$ cat src/rtl/serial_word_feeder.sv
// Parallel-to-serial front end for the serial two's-complement negator: accepts a word,
// pulses the negator's clear, then shifts the word out LSB-first with first/last/done framing.
module serial_word_feeder #(
  parameter int WIDTH = 8
) (
  input  logic             clk,
  input  logic             reset,
  input  logic [WIDTH-1:0] in_data,
  input  logic             in_valid,
  output logic             in_ready,
  input  logic             stall,
  output logic             ser_clr,
  output logic             ser_x,
  output logic             ser_en,
  output logic             ser_first,
  output logic             ser_last,
  output logic             done,
  output logic             busy
);

  localparam int CW = $clog2(WIDTH);
  localparam logic [CW-1:0] CNT_LAST = CW'(WIDTH - 1);

  typedef enum logic [1:0] {
    ST_IDLE  = 2'd0,
    ST_CLR   = 2'd1,
    ST_SHIFT = 2'd2
  } state_t;

  state_t           state_q, state_d;
  logic [WIDTH-1:0] sh_q, sh_d;
  logic [CW-1:0]    cnt_q, cnt_d;
  logic             done_q, done_d;

  // Next-state logic; the count holds on the last bit so it never wraps.
  always_comb begin
    state_d = state_q;
    sh_d    = sh_q;
    cnt_d   = cnt_q;
    done_d  = 1'b0;
    case (state_q)
      ST_IDLE: begin
        if (in_valid) begin
          sh_d    = in_data;
          cnt_d   = {CW{1'b0}};
          state_d = ST_CLR;
        end else begin
          state_d = ST_IDLE;
        end
      end
      ST_CLR: begin
        state_d = ST_SHIFT;
      end
      ST_SHIFT: begin
        if (!stall) begin
          sh_d = {1'b0, sh_q[WIDTH-1:1]};
          if (cnt_q == CNT_LAST) begin
            state_d = ST_IDLE;
            done_d  = 1'b1;
          end else begin
            cnt_d = cnt_q + CW'(1);
          end
        end else begin
          sh_d  = sh_q;
          cnt_d = cnt_q;
        end
      end
      default: begin
        state_d = ST_IDLE;
      end
    endcase
  end

  // State, shift register, bit count and done flag; synchronous reset drops any word in flight.
  always_ff @(posedge clk) begin
    if (reset) begin
      state_q <= ST_IDLE;
      sh_q    <= {WIDTH{1'b0}};
      cnt_q   <= {CW{1'b0}};
      done_q  <= 1'b0;
    end else begin
      state_q <= state_d;
      sh_q    <= sh_d;
      cnt_q   <= cnt_d;
      done_q  <= done_d;
    end
  end

  // Output decode from registered state; stall only gates the bit-enable.
  always_comb begin
    in_ready  = (state_q == ST_IDLE);
    busy      = (state_q != ST_IDLE);
    ser_clr   = (state_q == ST_CLR);
    ser_en    = (state_q == ST_SHIFT) && !stall;
    ser_x     = ser_en ? sh_q[0] : 1'b0;
    ser_first = ser_en && (cnt_q == {CW{1'b0}});
    ser_last  = ser_en && (cnt_q == CNT_LAST);
    done      = done_q;
  end

endmodule

$ cat config.mk
export PLATFORM = sky130hd
export DESIGN_NAME = serial_word_feeder
export DESIGN_NICKNAME = d
export VERILOG_FILES = /design/src/rtl/serial_word_feeder.sv
export SDC_FILE = /design/constraint.sdc
export NUM_CORES = 1
export LEC_CHECK = 0
export ABC_AREA = 1
export BUFFER_PORTS_ARGS = -buffer_cell sky130_fd_sc_hd__buf_2
export CAP_MARGIN = 10
export CORE_MARGIN = 3
export CORE_UTILIZATION = 40
export CTS_CLUSTER_SIZE = 10
export DETAILED_ROUTE_END_ITERATION = 16
export GPL_TIMING_DRIVEN = 0
export SYNTH_ARGS = -nofsm -noshare
export SYNTH_HDL_FRONTEND = slang
export SYNTH_SLANG_ARGS = --single-unit
export TNS_END_PERCENT = 50
$ cat constraint.sdc
create_clock -name clk -period 2 [get_ports clk]
set_input_delay 0.1 -clock clk [delete_from_list [all_inputs] [get_ports clk]]
set_output_delay 0.1 -clock clk [all_outputs]
set_load 0.01 [all_outputs]
==> metrics list, run 1 <==
- Cells along the critical path: nand2_4 > inv_4 > nand2_4 > buf_6 > nor2_1 > buf_2
- Entering global routing, the biggest net connects 11 pins.
- In this run the cell area measured after placement is 907 um^2.
- Post-synthesis cell type count: 17
* Worst hold stages: 2
* Area growth syn-to-layout: 20.8%
* Total CTS buffers: 3
- After clock tree synthesis, the flow added hold-fix buffers numbering 0.
* DRC violation count after routing: 0
* CP Max Fanout: 10
- Synth Instances: 121
* Crit Reg-Reg Endpoint: cnt_q[0]$_SDFFE_PP0P_
- Total number of placement rows: 15
- The analysis attributes to cell leakage a power of 0.541 nW.
* Reg-to-reg slack, setup: 0.62 ns
- Length in cells of the worst reg-to-reg path: 7
* Outcome: complete, no violations
* Average size of a mapped cell: 6.45 um^2
* Adder-cell share of the synthesized area: 0.0481
- Share of post-route cells with drive strength above 1: 0.222
- The worst setup path is launched from a flip-flop.
- Synth top area share: 0.359
- Max-slew violation count: 0
* Initial Utilization: 0.438
* Pwr per Cell Area: 727 nW/um^2
* Peak VDD IR: 0.402 mV
- Of the available clock period, the critical path in the final layout requires 0.739.
- Nets@finish: 160
* Number of antenna repair diodes: 0
- By startpoint and endpoint, the worst setup path is classified as flip-flop to output port.
- Counting tap cells, the placed design contains a total of 165 instances.
- The Yosys step of the flow raised 0 warnings.
- Total power for the finished layout comes to 0.686 mW.
- By area the synthesized netlist is led by dfxtp_1 (36%), nor2_1 (14%), nand2_1 (13%), inv_1 (9.1%), nand3_1 (5.8%).
- At the worst endpoint, the required time is 1.90 ns.
- Routed len/inst: 9.96 um
* Relative slew slack: 0.845
* Synthesized netlist net count: 136
- On the worst path, the slowest cell contributes a delay of 0.46 ns.
- CTS built an H-tree with a depth of 1.
* Synth Area in Simple Gates: 0.389
* Buffer count from post-CTS setup fixing: 0
* First-pass GRT wire length: 2850 um
- The die covers 2520 um^2.
- Core region area: 1780 um^2
- During I/O placement, the number of pins put on the boundary was 20.
* First-pass detailed-route iteration total: 4
* Max-cap violation count: 0
* Fillers: 181
- TritonCTS clock tree: built
* Via count of the first global-routing pass: 657
* Area of the mapped netlist: 781 um^2
- Based on the critical path, the design can be clocked at up to 0.677 GHz.
* Beginning of the critical path: state_q[1]$_SDFFE_PP0P_
- Hold slack final: 0.0251 ns
- In this run the critical register-to-register path is launched from cnt_q[0]$_SDFFE_PP0P_.
- Final sum of negative setup slack: 0 ns
- Antenna violations before repair: 0
- Counting along the longest clock path gives a buffer depth of 2.
- The first routing iteration left 9 violations.
- For the pin with the worst max-slew slack, the measured transition is 0.232 ns.
- Dividing the detail-routed via count by the number of cells gives 4.40.
* Clock latency at the later pin of the worst-skew pair: 0.28 ns
- Finished Layout Cells: 169
* Sequential share of the synthesized area: 0.359
- Shortest clock period the worst path allows after layout: 1.48 ns
- Critical Path Sink Type: output port
- HPWL Detailed: 1240 um
- The critical path ends at ser_first.
- Seq cells post-synth: 14
- The worst hold path belongs to the class input pin to flip-flop.
* Unrepaired setup endpoints after global routing: no
* Arrival time at the worst endpoint: 1.38 ns
* Synth Area in XOR/XNOR: 0
* Die Width: 50.2 um
* Clock tree sinks: 14
- Main combinational cell family by area after synthesis: simple AND/OR/NAND/NOR gates
* Count of vias placed by the detailed router: 743
* Proportion of synthesized area in mux cells: 0
- Number of endpoints failing setup at the final stage: 0
* DIE HEIGHT: 50.2 um
- Final estimated routing congestion in global placement: 0.762
* Clock slew at reported path FFs: 0.09 ns
* Final-report hold violation count: 0
- Global routing finished with a remaining overflow of 0.
- Port Buf Inserts: 19
- The fraction of the mapped netlist area in compound gates is 0.0577.
- The root buffer cell chosen for the clock tree is clkbuf_4.
* Number of instances resized during post-cts repair: 0
* Residual antenna-violating net count after detailed routing: 0
* Worst-path cell with the longest stage delay: dfxtp_1
- Dominant cell type by count on the critical path: nand2_4
- Final setup skew: 0.00680 ns
* Leading area contributor after synthesis: dfxtp_1
- GRT Resource Usage Total: 0.149
* Total detailed-routing wirelength: 1680 um
- With fillers left out, the area of the finished cells amounts to 943 um^2.
==> final cells by class <==
| type | instances | area [um^2] | share of cell area |
|---|---|---|---|
| repair buffers | 19 | 95.1 | 0.101 |
| flip-flops and latches | 14 | 280 | 0.297 |
| multi-input cells | 83 | 387 | 0.410 |
| clock buffers | 4 | 36.3 | 0.0385 |
| inverters | 21 | 81.3 | 0.0862 |
| well taps | 25 | 31.3 | 0.0332 |
| plain buffers | 3 | 32.5 | 0.0345 |
==> flip-flops by register name, indices dropped and copies added, names as in the netlist <==
name,flops
cnt_q,3
done,1
sh_q,8
state_q,2
==> where the power goes <==
part           switching [mW]  internal, mW
sequential             0.0122         0.305
combinational          0.0984        0.0638
clock                  0.0957         0.111
total                   0.206         0.479
==> Yosys cell counts <==
cell type  number
a21oi_1         2
buf_4           1
buf_6           1
clkbuf_8        1
dfxtp_1        14
ha_1            3
inv_1          19
inv_2           1
inv_4           1
nand2_1        27
nand2_4         3
nand3_1         9
nor2_1         30
nor2_2          1
nor3_1          1
o21ai_0         6
o21ai_1         1
==> worst max-delay path: cells and delay by family (launching register included) <==
kind | cells | cell delay [ns]
buffers and inverters | 3 | 0.36
AND/OR/NAND/NOR | 3 | 0.27
flip-flops | 1 | 0.46
==> kinds of logic after synthesis <==
| family | count (synthesis) |
|---|---|
| flops | 14 |
| compound gates | 9 |
| simple gates | 71 |
| buf+inv | 24 |
| fa+ha+maj | 3 |
==> routing by layer <==
metal  vias up  global-route usage  routed length (um)
met5         -                   0                   0
met4         0              0.0553                  17
met3         2              0.0356                  73
met2        13               0.261                 794
met1       315               0.174                 798
li1        413                   -                   -
==> worst min-delay path by stage <==
stage / startpoint / to / slack, ns
after floorplan: reset / state_q[1]$_SDFFE_PP0P_ / 0.17
after global placement: in_data[7] / sh_q[7]$_SDFFE_PP0P_ / 0.32
after detailed placement: reset / state_q[1]$_SDFFE_PP0P_ / 0.32
after CTS: reset / state_q[1]$_SDFFE_PP0P_ / 0.02
after global routing: in_data[7] / sh_q[7]$_SDFFE_PP0P_ / 0.03
final: reset / state_q[1]$_SDFFE_PP0P_ / 0.03
==> cells in the final DEF, fill, tap and decap left out <==
| cell | instances |
|---|---|
| nor2_1 | 30 |
| nand2_1 | 27 |
| inv_1 | 19 |
| buf_2 | 19 |
| dfxtp_1 | 14 |
| nand3_1 | 9 |
| o21ai_0 | 6 |
| nand2_4 | 3 |
| ha_1 | 3 |
| clkbuf_4 | 3 |
| clkbuf_8 | 2 |
| a21oi_1 | 2 |
| nor2_2 | 1 |
| inv_4 | 1 |
| buf_6 | 1 |
| o21ai_1 | 1 |
| buf_4 | 1 |
| nor3_1 | 1 |
| inv_2 | 1 |
==> through the flow <==
step	utilization	worst slack (ns)
floorplan	-	0.761
global placement	0.509	0.630
detailed placement	0.509	0.604
CTS	0.529	0.516
global route	0.529	0.402
finish	0.529	0.522
Note: power is estimated with default switching activity, not from simulation.
==> inputs of run 2 (changes only) <==
--- a/config.mk
+++ b/config.mk
@@ -5,7 +5,7 @@
 export SDC_FILE = /design/constraint.sdc
 export NUM_CORES = 1
 export LEC_CHECK = 0
-export ABC_AREA = 1
+export ABC_AREA = 0
 export BUFFER_PORTS_ARGS = -buffer_cell sky130_fd_sc_hd__buf_2
 export CAP_MARGIN = 10
 export CORE_MARGIN = 3
==> constraint.sdc (replaced) <==
create_clock -name clk -period 1.44 [get_ports clk]
set_input_delay 0.072 -clock clk [delete_from_list [all_inputs] [get_ports clk]]
set_output_delay 0.072 -clock clk [all_outputs]
set_load 0.01 [all_outputs]
==> run 2 against run 1 <==
Compared with the run above: the flow now finishes with violations (setup timing); setup slack worse by 0.57 ns; sequential share of layout area is 0.15 points lower; first-iteration DRC count is 56% higher; non-clock buffer count is 7 higher; sequential power is 38% higher; combinational power is 6% higher; final area is 3.2% higher; die area is 14% lower; utilization is 11 points higher; largest power group unchanged; highest routed layer unchanged.
==> metrics list, run 2 <==
- Sorting the synthesized cells by area gives the leading types as dfxtp_1 (42%), a211oi_1 (8.0%), o22ai_1 (6.6%), ha_1 (5.7%), inv_1 (5.7%).
* Largest net degree at the start of global routing: 11 (unchanged)
- The die span in y came to 46.6 um (-7.1%).
* Final worst-path cycle share: 1.03
* Core region area: 1520 um^2 (-15%)
- The path class of the tightest hold or removal check is input pin to flip-flop.
- Walking the worst path, the cells encountered are ha_4 > ha_4 > or4b_4 > nand3_2 > a21oi_2.
- The worst clock skew is 0.00309 ns (-0.00372 ns).
- The post-synthesis xor/xnor area fraction came to 0 (unchanged).
- Clock latency at the later pin of the worst-skew pair: 0.28 ns (about the same)
- The post-route antenna net violation count was 0 (unchanged).
- The max-cap violation count was 0 (unchanged).
* Per-cell via count in the routed design: 5.26 (+20%)
* Static Leakage: 0.423 nW (-22%)
- Worst-path cell with the longest stage delay: or4b_4
* Leading cell type by number of instances after synthesis: dfxtp_1
- The summed negative setup slack over all endpoints came to -0.180 ns (-0.180 ns).
* Die Width: 46.6 um (-7.1%)
* Outcome: finished with violations
* Synth top area share: 0.424 (+0.0653)
* Most flops, register: sh_q
- Leading area contributor after synthesis: dfxtp_1
- The internal power consumption is 0.654 mW (+36%).
- The worst setup path is of the flip-flop to flip-flop kind.
- The number of clock sinks seen by CTS is 14 (unchanged).
- Critical path buffers and inverters: 0 (-3)
- Final-report hold violation count: 0 (unchanged)
- Post-synth ARST share: 0 (unchanged)
- Pwr per Cell Area: 914 nW/um^2 (+26%)
- The number of warning messages in the yosys log was 0 (unchanged).
- The number of instances in the synthesized netlist is 76 (-37%).
* Share of post-route cells with drive strength above 1: 0.505 (+0.283)
- Commonest non-fill, non-tap cells in the layout: buf_2 (18), inv_1 (10), dfxtp_1 (10), a211oi_1 (7), buf_4 (7)
* Flip-flop count of the largest register after layout: 8 (unchanged)
- Setup repair after global routing could not meet its margin everywhere.
* Area of the mapped netlist: 661 um^2 (-15%)
- Worst setup timing slack at the placement stage: -0.0961 ns (-0.700 ns)
- The cell count of the worst hold path came to 3 (+1).
- Main combinational cell family by area after synthesis: compound AO/OA/AOI/OAI gates
* Relative slew slack: 0.630 (-0.215)
- Max-slew violation count: 0 (unchanged)
* Clock slew at reported path FFs: 0.09 ns (about the same)
- Length in cells of the worst reg-to-reg path: 5 (-2)
- The synthesized net count is 91 (-33%).
- Upper clock frequency limit: 0.672 GHz
- Nets@finish: 121 (-24%)
- Synthesized-area fraction occupied by ao, oa, aoi and oai cells: 0.216 (+0.158)
* Kind of start point of the critical path: flip-flop
* Violated checks: setup timing
- GRT Resource Usage Total: 0.178 (+0.0286)
- TritonCTS built the clock tree.
* Net switching component of the power: 0.236 mW (+14%)
* Clock share of power: 0.318 (+0.017)
- Via count of the first global-routing pass: 633 (-3.7%)
- The detailed-route via count is 637 (-14%).
- The initial core utilization came to 0.433 (-0.00440).
- The combinational cell fraction of total power came to 0.192 (-0.045).
- Aggregate global routing overflow: 0 (unchanged)
* Total number of placement rows: 14 (-1)
* Dominant cell type by count on the critical path: ha_4
* Leading cell type in the layout, fill and taps excluded: buf_2
- Slowest cell delay on critical path: 0.55 ns (+0.09 ns)
- The synthesized area per cell came to 8.69 um^2 (+35%).
- Port Buf Inserts: 19 (unchanged)
- The critical path arrival is 1.64 ns (+0.26 ns).
- The sequential cell area fraction in the yosys report was 0.424 (+0.0653).
- Routed len/inst: 14.1 um (+41%)
- The adder and majority gate portion of the synthesized area came to 0.0568 (+0.00874).
* Worst Setup Slack, final: -0.0483 ns (-0.570 ns)
* Number of antenna repair diodes: 0 (unchanged)
- Number of DRC violations after detailed-routing iteration 0: 14 (+5)
* Number of flops mapped to enable cells by yosys: 0 (unchanged)
- The wire length of the first global-routing pass is 2700 um (-5.3%).
- CP Max Fanout: 3 (-7)
- Cell family contributing the most delay on the critical path: simple AND/OR/NAND/NOR gates
* Logic depth of the worst setup path including buffers: 5 (-1)
* First-pass detailed-route iteration total: 4 (unchanged)
* Total detailed-routing wirelength: 1700 um (+1.1%)
- Die ar.: 2180 um^2 (-14%)
- The switching share of power came to 0.265 (-0.0362).
* H-Tree Level Count: 1 (unchanged)
* Total CTS buffers: 3 (unchanged)
* Post-layout util: 0.639 (+0.110)
* Most frequent cells after synthesis: dfxtp_1 (14), inv_1 (10), a211oi_1 (7), o22ai_1 (7), a21oi_1 (5)
- The routability congestion estimate from global placement is 0.677 (-11%).
* Area growth syn-to-layout: 47.3%
- HPWL Detailed: 1010 um (-18%)
- Post-synthesis cell type count: 25 (+8)
- The critical path data required time is 1.59 ns (-0.31 ns).
- The final routed DRC violation total is 0 (unchanged).
- Shortest clock period the worst path allows after layout: 1.49 ns
- Number of endpoints failing setup at the final stage: 5 (+5)
- The slew at the pin with the worst max-slew slack was 0.554 ns (+0.322 ns).
- Peak VDD IR: 0.498 mV (+24%)
* Synth Area in Simple Gates: 0.199 (-0.191)
- CTS root buf: clkbuf_4
* Antenna violations before repair: 0 (unchanged)
* Buffer depth of the longest clock path: 2 (unchanged)
- Among all flip-flop cells after synthesis, the most frequent one is dfxtp_1.
* Seq cells post-synth: 14 (unchanged)
- Proportion of synthesized area in mux cells: 0 (unchanged)
* Register share of total power: 0.490 (+0.027)
- Critical Path Sink Type: flip-flop
- The largest registers in the layout are sh_q x8, cnt_q x3, state_q x2.
- Total power: 0.890 mW (+30%)
* Boundary Pins: 20 (unchanged)
==> run 2: cell types whose count changed in the layout (fill, tap and decap cells not counted), sizes merged, moves of 2 or more <==
cell    delta
o21ai      -7
or3b       +2
nor3b      +2
o22ai      +7
a21oi      +3
inv       -10
nand2     -26
buf        +6
nor2b      +2
nand3      -6
nor2      -27
a211oi     +7
==> run 2: power groups by stage <==
stage	Clock (mW)	Combinational [mW]	Sequential [mW]
2_1_floorplan	0	0.0947	0.437
5_1_grt	0.318	0.190	0.440
3_5_place_dp	0	0.140	0.441
6_report	0.283	0.171	0.436
4_1_cts	0.288	0.159	0.435
3_3_place_gp	0	0.138	0.440
==> run 2: kinds of logic after synthesis <==
group | after synthesis
AOI/OAI and AO/OA | 22
and+or+nand+nor | 22
buffers and inverters | 15
DFF | 14
adders and majority gates | 3
==> run 2: worst paths after layout <==
check / startpoint / endpoint / slack (ns)
hold reg to reg: sh_q[3]$_SDFFE_PP0P_ / sh_q[3]$_SDFFE_PP0P_ / 0.46
setup / recovery: cnt_q[0]$_SDFFE_PP0P_ / cnt_q[0]$_SDFFE_PP0P_ / -0.05
setup reg to reg: cnt_q[0]$_SDFFE_PP0P_ / cnt_q[0]$_SDFFE_PP0P_ / -0.05
hold / removal: in_data[4] / sh_q[4]$_SDFFE_PP0P_ / 0.08
==> run 2: worst register-to-register path, delay by kind of cell (launching register included) <==
kind / cells / cell delay (ns)
compound gates: 1 / 0.05
fa+ha+maj: 2 / 0.32
flops: 1 / 0.35
simple gates: 2 / 0.65
==> run 2: repair_timing <==
action | 4_1_cts | 5_1_grt
setup buffers | 6 | 1
endpoints found under the hold margin | 0 | 1
pin swaps | 4 | 2
resized for setup | 14 | 9
hold buffers | 0 | 1
setup endpoints to repair | 7 | 16
==> run 2: cell type report <==
type                       instances  area, um^2
fill                             146         551
multi-input combinational         47         409
sequential                        14         288
timing repair buffer              27         164
inverter                          11        41.3
clock buffer                       4        36.3
tap                               16        20.0
buffer                             2        15.0
==> run 2: metal layers <==
layer / share of wire / wire, um / global-route usage
met2: 0.46 / 780 / 0.280
met1: 0.46 / 780 / 0.217
met3: 0.075 / 127 / 0.0469
met5: 0 / 0 / 0
met4: 0.0071 / 12 / 0.0994
==> run 2: metrics by stage <==
| step | instance area (um^2) | hold WS, ns | instances |
|---|---|---|---|
| after global routing | 973 | 0.0791 | 121 |
| after detailed placement | 797 | 0.304 | 111 |
| after CTS | 940 | 0.00421 | 121 |
| after global placement | 797 | 0.300 | 111 |
| after floorplan | 682 | 0.145 | 76 |
| final | 973 | 0.0775 | 121 |
